## src/rtl/traffic_light_ctrl.sv

```systemverilog
// N-phase traffic-light controller: phase 0 (main road) rests in green, side phases served round-robin on request.
// All outputs registered; optional flash mode is compiled in with `define TL_FLASH_EN.
module traffic_light_ctrl #(
    parameter int NUM_PHASES = 3,
    parameter int CNT_W      = 8,
    parameter int GREEN_MIN  = 4,
    parameter int GREEN_MAX  = 10,
    parameter int YELLOW_T   = 2,
    parameter int ALLRED_T   = 1,
    parameter int FLASH_HALF = 8,
    localparam int PH_W      = (NUM_PHASES > 1) ? $clog2(NUM_PHASES) : 1
) (
    input  logic                  clk,
    input  logic                  rst,
    input  logic [NUM_PHASES-1:0] req,
`ifdef TL_FLASH_EN
    input  logic                  flash,
`endif
    output logic [NUM_PHASES-1:0] green,
    output logic [NUM_PHASES-1:0] yellow,
    output logic [NUM_PHASES-1:0] red,
    output logic [PH_W-1:0]       phase
);

`ifdef TL_FLASH_EN
    typedef enum logic [1:0] {ST_GREEN, ST_YELLOW, ST_ALLRED, ST_FLASH} state_t;
`else
    typedef enum logic [1:0] {ST_GREEN, ST_YELLOW, ST_ALLRED} state_t;
`endif

    localparam logic [NUM_PHASES-1:0] ONE       = {{(NUM_PHASES-1){1'b0}}, 1'b1};
    localparam logic [CNT_W-1:0]      GMIN_LAST = CNT_W'(GREEN_MIN - 1);
    localparam logic [CNT_W-1:0]      GMAX_LAST = CNT_W'(GREEN_MAX - 1);
    localparam logic [CNT_W-1:0]      Y_LAST    = CNT_W'(YELLOW_T - 1);
    localparam logic [CNT_W-1:0]      AR_LAST   = CNT_W'(ALLRED_T - 1);

    state_t                  state_q, state_d;
    logic [PH_W-1:0]         phase_q, phase_d;
    logic [PH_W-1:0]         next_q, next_d;
    logic [CNT_W-1:0]        cnt_q, cnt_d;
    logic [NUM_PHASES-1:0]   pending_q, pending_d;
    logic [NUM_PHASES-1:0]   green_q, green_d;
    logic [NUM_PHASES-1:0]   yellow_q, yellow_d;
    logic [NUM_PHASES-1:0]   red_q, red_d;
`ifdef TL_FLASH_EN
    localparam logic [CNT_W-1:0] FH_LAST = CNT_W'(FLASH_HALF - 1);
    logic                    flash_on_q, flash_on_d;
`endif

    logic [PH_W-1:0]         nxt_sel;
    logic [NUM_PHASES-1:0]   cur_mask;
    logic [NUM_PHASES-1:0]   clr_mask;
    logic                    leave_green;
    logic                    enter_green;

    // Round-robin pick: a candidate above the current phase beats any wrap-around candidate.
    always_comb begin
        nxt_sel = '0;
        for (int i = NUM_PHASES - 1; i >= 1; i--) begin
            if (pending_q[i] && (PH_W'(i) < phase_q)) nxt_sel = PH_W'(i);
        end
        for (int i = NUM_PHASES - 1; i >= 1; i--) begin
            if (pending_q[i] && (PH_W'(i) > phase_q)) nxt_sel = PH_W'(i);
        end
    end

    always_comb begin
        state_d     = state_q;
        phase_d     = phase_q;
        next_d      = next_q;
        cnt_d       = (cnt_q == '1) ? cnt_q : cnt_q + 1'b1;
        cur_mask    = ONE << phase_q;
        leave_green = 1'b0;
        enter_green = 1'b0;
`ifdef TL_FLASH_EN
        flash_on_d  = flash_on_q;
`endif

        case (state_q)
            ST_GREEN: begin
                if (phase_q == '0) begin
                    leave_green = (cnt_q >= GMIN_LAST) && (|pending_q);
                end else begin
                    leave_green = (cnt_q >= GMIN_LAST) &&
                                  (!req[phase_q] ||
                                   ((cnt_q >= GMAX_LAST) && (|(pending_q & ~cur_mask))));
                end
`ifdef TL_FLASH_EN
                if (flash) leave_green = 1'b1;
`endif
                if (leave_green) begin
                    state_d = ST_YELLOW;
                    next_d  = nxt_sel;
                end
            end
            ST_YELLOW: begin
                if (cnt_q >= Y_LAST) state_d = ST_ALLRED;
            end
            ST_ALLRED: begin
                if (cnt_q >= AR_LAST) begin
`ifdef TL_FLASH_EN
                    if (flash) begin
                        state_d = ST_FLASH;
                    end else begin
                        state_d     = ST_GREEN;
                        phase_d     = next_q;
                        enter_green = 1'b1;
                    end
`else
                    state_d     = ST_GREEN;
                    phase_d     = next_q;
                    enter_green = 1'b1;
`endif
                end
            end
`ifdef TL_FLASH_EN
            ST_FLASH: begin
                if (!flash) begin
                    state_d = ST_ALLRED;
                    next_d  = '0;
                end else if (cnt_q >= FH_LAST) begin
                    cnt_d      = '0;
                    flash_on_d = ~flash_on_q;
                end
            end
`endif
            default: state_d = ST_GREEN;
        endcase

        if (state_d != state_q) begin
            cnt_d = '0;
`ifdef TL_FLASH_EN
            flash_on_d = 1'b1;
`endif
        end

        // A new request on the same edge as the grant keeps the bit set.
        clr_mask  = enter_green ? (ONE << next_q) : '0;
        pending_d = (pending_q & ~clr_mask) | (req & ~ONE);

        green_d  = '0;
        yellow_d = '0;
        red_d    = '1;
        case (state_d)
            ST_GREEN: begin
                green_d = ONE << phase_d;
                red_d   = ~green_d;
            end
            ST_YELLOW: begin
                yellow_d = ONE << phase_d;
                red_d    = ~yellow_d;
            end
`ifdef TL_FLASH_EN
            ST_FLASH: begin
                red_d    = '0;
                yellow_d = {NUM_PHASES{flash_on_d}};
            end
`endif
            default: ;
        endcase
    end

    always_ff @(posedge clk or posedge rst) begin
        if (rst) begin
            state_q    <= ST_GREEN;
            phase_q    <= '0;
            next_q     <= '0;
            cnt_q      <= '0;
            pending_q  <= '0;
            green_q    <= ONE;
            yellow_q   <= '0;
            red_q      <= ~ONE;
`ifdef TL_FLASH_EN
            flash_on_q <= 1'b1;
`endif
        end else begin
            state_q    <= state_d;
            phase_q    <= phase_d;
            next_q     <= next_d;
            cnt_q      <= cnt_d;
            pending_q  <= pending_d;
            green_q    <= green_d;
            yellow_q   <= yellow_d;
            red_q      <= red_d;
`ifdef TL_FLASH_EN
            flash_on_q <= flash_on_d;
`endif
        end
    end

    assign green  = green_q;
    assign yellow = yellow_q;
    assign red    = red_q;
    assign phase  = phase_q;

endmodule

```

## config.mk

```make
export PLATFORM = sky130hd
export DESIGN_NAME = traffic_light_ctrl
export DESIGN_NICKNAME = d
export VERILOG_FILES = /design/src/rtl/traffic_light_ctrl.sv
export SDC_FILE = /design/constraint.sdc
export NUM_CORES = 1
export LEC_CHECK = 0
export ABC_AREA = 1
export BUFFER_PORTS_ARGS = -buffer_cell sky130_fd_sc_hd__clkbuf_2
export CAP_MARGIN = 0
export CORE_MARGIN = 5
export CORE_UTILIZATION = 60
export DETAILED_ROUTE_END_ITERATION = 16
export GPL_TIMING_DRIVEN = 0
export PLACE_DENSITY_LB_ADDON = 0.08
export RECOVER_POWER = 100
export SKIP_CTS_REPAIR_TIMING = 1
export SYNTH_ARGS = -nofsm -noshare
export SYNTH_HDL_FRONTEND = slang
export SYNTH_SLANG_ARGS = --single-unit
```

## constraint.sdc

```tcl
create_clock -name clk -period 3.3 [get_ports clk]
set_input_delay 0.66 -clock clk [delete_from_list [all_inputs] [get_ports clk]]
set_output_delay 0.66 -clock clk [all_outputs]
set_load 0.05 [all_outputs]
```

## Yosys cells after proc, flatten, opt, wreduce, memory -nomap -nowiden

Cells that the tools add are included.

| storage, ports and cells | value |
|---|---|
| output and inout port bits | 11 |
| register bits | 26 |
| word-level logic and storage cells | 71 |
| input bits | 5 |

| operators by class | value |
|---|---|
| bitwise gates (word level) | 6 |
| multiplexer cells | 22 |
| add/subtract/negate cells | 1 |
| equal/unequal tests | 6 |
| order comparisons | 9 |
| shifts and indexed selects | 3 |
| reductions and logical operators | 16 |

Operators with widths:

| operator | count |
|---|---|
| 2-to-1 mux 2 bit | 9 |
| >= comparator 8 x 1 -> 1 bit (second input constant) | 2 |
| 2-to-1 mux 8 bit | 2 |
| 2-to-1 mux 3 bit | 4 |
| NOT 3 bit | 3 |
| << shifter 1 x 2 -> 3 bit (first input constant) | 3 |
| adder 8 x 1 -> 8 bit (second input constant) | 1 |
| equality test 8 bit (second input constant) | 1 |
| >= comparator 8 x 2 -> 1 bit (second input constant) | 1 |
| >= comparator 8 x 4 -> 1 bit (second input constant) | 1 |
| logical AND 1 bit | 7 |
| AND 3 bit | 2 |
| zero test 2 bit | 3 |
| one-hot mux 2 bit (3 select lines) | 1 |
| OR reduction 3 bit | 2 |
| 2-to-1 mux 1 bit | 5 |
| equality test 2 x 1 -> 1 bit (second input constant) | 2 |
| less-than comparator 2 x 3 -> 1 bit (second input constant) | 1 |
| OR 3 bit | 1 |
| binary-select mux 1 bit (select 2 bit) | 1 |
| equality test 2 bit (second input constant) | 1 |
| greater-than comparator 1 x 2 -> 1 bit (first input constant) | 1 |
| greater-than comparator 2 bit (first input constant) | 1 |
| less-than comparator 1 x 2 -> 1 bit (first input constant) | 1 |
| 7 further kinds | 7 |

## Longest topological paths before layout

| depth | value |
|---|---|
| word-level depth | 14 |
| depth in mapped cells | 12 |
| depth with buffers taken out | 12 |

## Worst setup path before layout

OpenSTA, ideal clock, no wires.

| path | value |
|---|---|
| path type | flip-flop to flip-flop |
| start point | register phase_q[1] (netlist: phase[1]) |
| end point | register cnt_q[0] |
| stages on the path, launching flop included | 10 |
| library setup time | 0.125 ns |
| clock period less this slack | 1.487 ns |
| required time | 3.175 ns |
| data arrival time | 1.362 ns |
| buffers on the path | 0 |
| path slack | 1.813 ns |
| cells stage by stage | dfrtp_1 inv_1 nand2_1 nand2_1 nand3_1 nand2_1 nand2_2 nand2_4 nand2_4 a21oi_1 |

| between the ends | value |
|---|---|
| longest elaborated chain between the ends | 13 |
| elaborated cells between the ends (all ways) | 18 |
| classes of those cells | eq/ne (2); shift (1); mux (7); bitwise (2); reduce/logical (6) |

Ends and longest elaborated chain:

| what | line | text |
|---|---|---|
| start: declaration | 38 | `logic [PH_W-1:0] phase_q, phase_d;` |
| start signal: assignment | 178 | `phase_q <= phase_d;` |
| << shifter 1 x 2 -> 3 bit | 72 | `cur_mask = ONE << phase_q;` |
| NOT 3 bit | 86 | `((cnt_q >= GMAX_LAST) && (\|(pending_q & ~cur_mask))));` |
| AND 3 bit | 86 |  |
| OR reduction 3 bit | 86 |  |
| logical AND 1 bit | 86 |  |
| logical OR 1 bit | 85 | `(!req[phase_q] \|\|` |
| logical AND 1 bit | 84 | `leave_green = (cnt_q >= GMIN_LAST) &&` |
| 2-to-1 mux 1 bit (*) | 81 | `if (phase_q == '0) begin` |
| 2-to-1 mux 1 bit (*) | 79 | `case (state_q)` |
| 2-to-1 mux 2 bit (*) | 91 | `if (leave_green) begin` |
| one-hot mux 2 bit (3 select lines) (*) | 79 |  |
| != test 2 bit (*) | 130 | `if (state_d != state_q) begin` |
| != test 2 x 1 -> 1 bit (no line) / 2-to-1 mux 8 bit (equally long branches) | n/a |  |
| end signal: assignment | 180 | `cnt_q <= cnt_d;` |
| end: declaration | 40 | `logic [CNT_W-1:0] cnt_q, cnt_d;` |

Every way passes the cells marked *; elsewhere a longest branch is shown, timed or not. The select of a mux whose other input is x is not followed.
A chain may end at the register's enable or synchronous reset.

## Worst setup path in the final report

| path | value |
|---|---|
| start point | register green_q[0] (netlist: green[0]) |
| end point | output port green[0] |

RTL lines:

| what | line | text |
|---|---|---|
| start: declaration | 42 | `logic [NUM_PHASES-1:0] green_q, green_d;` |
| start signal: assignment | 182 | `green_q <= green_d;` |
| end: declaration | 19 | `output logic [NUM_PHASES-1:0] green,` |

No word-level cell between the ends.

==> summary.md <==
| Metric | Value |
|---|---|
| Worst vdd ir | `0.0007140 V` |
| Post-DR wirelength/cell | `11.82 microns` |
| Area of the multi-input gates | `510.5 sq um` |
| Worst Max-Slew Pin Slew | `0.9339 ns` |
| Critical Path AT | `1.32 ns` |
| First-pass GRT wire length | `4.374 mm` |
| Critical path's slowest cell | `dfstp_2` |
| Final HPWL DP | `1.701 mm` |
| CP max stage delay | `0.54 ns` |
| Relative slew slack | `37.67%` |
| Family with the most delay on the worst path | `flip-flops` |
| Setup slack at placement | `1.751 ns` |
| Leakage | `0.7002 nW` |
| Register bit total from synthesis | `26` |
| DRC Markers | `0` |
| Initial DRC count | `19` |
| Period utilization | `60.08%` |
| Post-route setup TNS | `0 ns` |
| Nets | `177` |
| Pwr dens | `972.2 nW/um^2` |
| Post-synthesis instance area | `1292 sq um` |
| Avg Inst Size Synth | `8.617 sq um` |
| Worst-path fanout max | `1` |
| Die Area | `3182 sq um` |
| Endpoints failing hold | `0` |
| DP Area | `1396 sq um` |
| Kind of end point of the critical path | `output port` |
| Max Slew Vio Count | `0` |
| Number of global-route vias before repair | `1030` |
| Worst Slack Setup Final | `1.317 ns` |
| Clock root cell | `clkbuf_4` |
| TritonCTS clock tree | `done` |
| Remaining antenna violation count after routing | `0` |
| Clock Pin Slew Worst Setup and Hold Paths | `0.14 ns` |
| Distinct cells, synth | `24` |
| Critical path class | `reg -> out` |
| Synth warn | `0` |
| ANT cells | `0` |
| Fin Clk Skew | `0.002986 ns` |
| Core area | `2002 sq um` |
| Critical path buffers and inverters | `1` |
| CTS Buffer Depth | `2` |
| RSZ-0062 raised after global routing | `no` |
| Post-synthesis sequential area ratio | `50.63%` |
| Critical-path cell list | `clkbuf_1` |
| FP Rows | `16` |
| Final min period | `1.983 ns` |
| Layout cell share with drive strength beyond 1 | `18.45%` |
| Drt total wl | `2.305 mm` |
| Io pins | `16` |
| GP Congestion | `0.8123` |
| WP data required | `2.64 ns` |
| Htree depth | `1` |
| Largest net degree at the start of global routing | `27` |
| Final Cell Area | `1403 sq um` |
| Sequential cell area | `654.4 sq um` |
| Hold Path Class | `in -> async` |
| Die Wd | `56.41 microns` |
| Crit start category | `flop` |
| Die Span Y | `56.41 microns` |
| Area Growth Syn to Fin | `8.519%` |
| Pre-antenna DRT Iters | `4` |
| Initial Utilization | `64.56%` |
| Post-Syn Nets | `158` |
| Max Freq | `0.5044 GHz` |
| Via count | `1008` |
| Gr usage total | `17.09%` |
| Clk sinks | `26` |
| Layout fillers | `173` |
| Initial antenna violation count | `0` |
| Status | `completed` |
| I/O Buffers | `14` |
| Final setup viols | `0` |
| Vias per cell | `5.169` |
| Grt total ovfl | `0` |
| Max cap viols | `0` |
| Total CTS buffers | `3` |
| Syn Inst Count | `150` |
| Clock Latency Late Sink | `0.32 ns` |
final cells by class:
class / count / share of cell area, %
clock inverter: 1 / 2.141
sequential: 26 / 46.65
multi-input combinational: 100 / 36.40
clock buffer: 3 / 1.606
timing repair buffer: 14 / 4.014
tap: 27 / 2.409
inverter: 24 / 6.780
where the power goes:
| part | total, mW | internal, mW | switching (mW) | leakage (nW) |
|---|---|---|---|---|
| sequential | 0.490 | 0.426 | 0.0638 | 0.328 |
| clock | 0.217 | 0.123 | 0.0941 | 0.0279 |
| combinational | 0.657 | 0.158 | 0.499 | 0.345 |
flip-flops by register name (all words and copies together) (netlist names):
register / count
state_q: 2
yellow: 3
red: 3
phase: 2
pending_q: 3
next_q: 2
cnt_q: 8
green: 3
per-layer routing:
layer	share of wire, %	GRT usage [%]
met3	5.3	3.440
met5	0	0
met4	1.0	6.441
met2	48	27.55
met1	45	22.63
layout by cell type (no fill, tap or decap), drive strengths merged:
master	n
a21boi	1
a21oi	11
bufinv	1
clkbuf	17
clkinv	1
dfrtp	23
dfstp	3
ha	3
inv	23
nand2	39
nand3	10
nor2	20
nor3	2
o21ai	12
o21bai	1
xor2	1
Yosys cell counts (all sizes together):
| library cell | count | area share, % |
|---|---|---|
| xor2 | 1 | 0.68 |
| ha | 3 | 2.9 |
| nor3 | 2 | 1.2 |
| nand2 | 39 | 13 |
| clkinv | 1 | 0.68 |
| nor2 | 20 | 7.7 |
| dfrtp | 23 | 45 |
| inv | 23 | 6.7 |
| a21oi | 11 | 4.6 |
| o21bai | 1 | 0.58 |
| o21ai | 12 | 5.2 |
| a21boi | 1 | 0.87 |
| dfstp | 3 | 6.1 |
| nand3 | 10 | 5.0 |
cells by family (layout without fill, tap and decap cells):
kind of cell,count (synthesis),after routing,share of synthesized area [%]
XOR/XNOR,1,1,0.6778
buffers and inverters,24,42,7.357
adder cells (fa/ha/maj),3,3,2.904
AND/OR/NAND/NOR,71,71,27.20
flip-flops,26,26,50.63
AO/OA/AOI/OAI,25,25,11.23
per-stage QoR:
stage          std cells  total power [mW]  utilization, %  hold slack [ns]
3_5_place_dp         191             1.216           69.75           0.5219
4_1_cts              195             1.437           72.38           0.5280
6_report             195             1.364           70.06           0.5010
2_1_floorplan        150             1.071               -           0.4915
5_1_grt              195             1.483           70.06           0.5327
3_3_place_gp         191             1.194           69.75           0.5117
worst paths after layout:
kind                              start      endpoint  slack [ns]  cells after the start
setup / recovery               green[0]      green[0]        1.32                      1
hold / removal                      rst      cnt_q[0]        0.50                      2
setup reg to reg               cnt_q[1]      cnt_q[3]        1.51                     11
hold reg to reg            pending_q[0]  pending_q[0]        0.55                      2
max in group asynchronous           rst      cnt_q[2]        2.23                      2
min in group clk           pending_q[0]  pending_q[0]        0.55                      2
(Power assumes the default switching activity.)
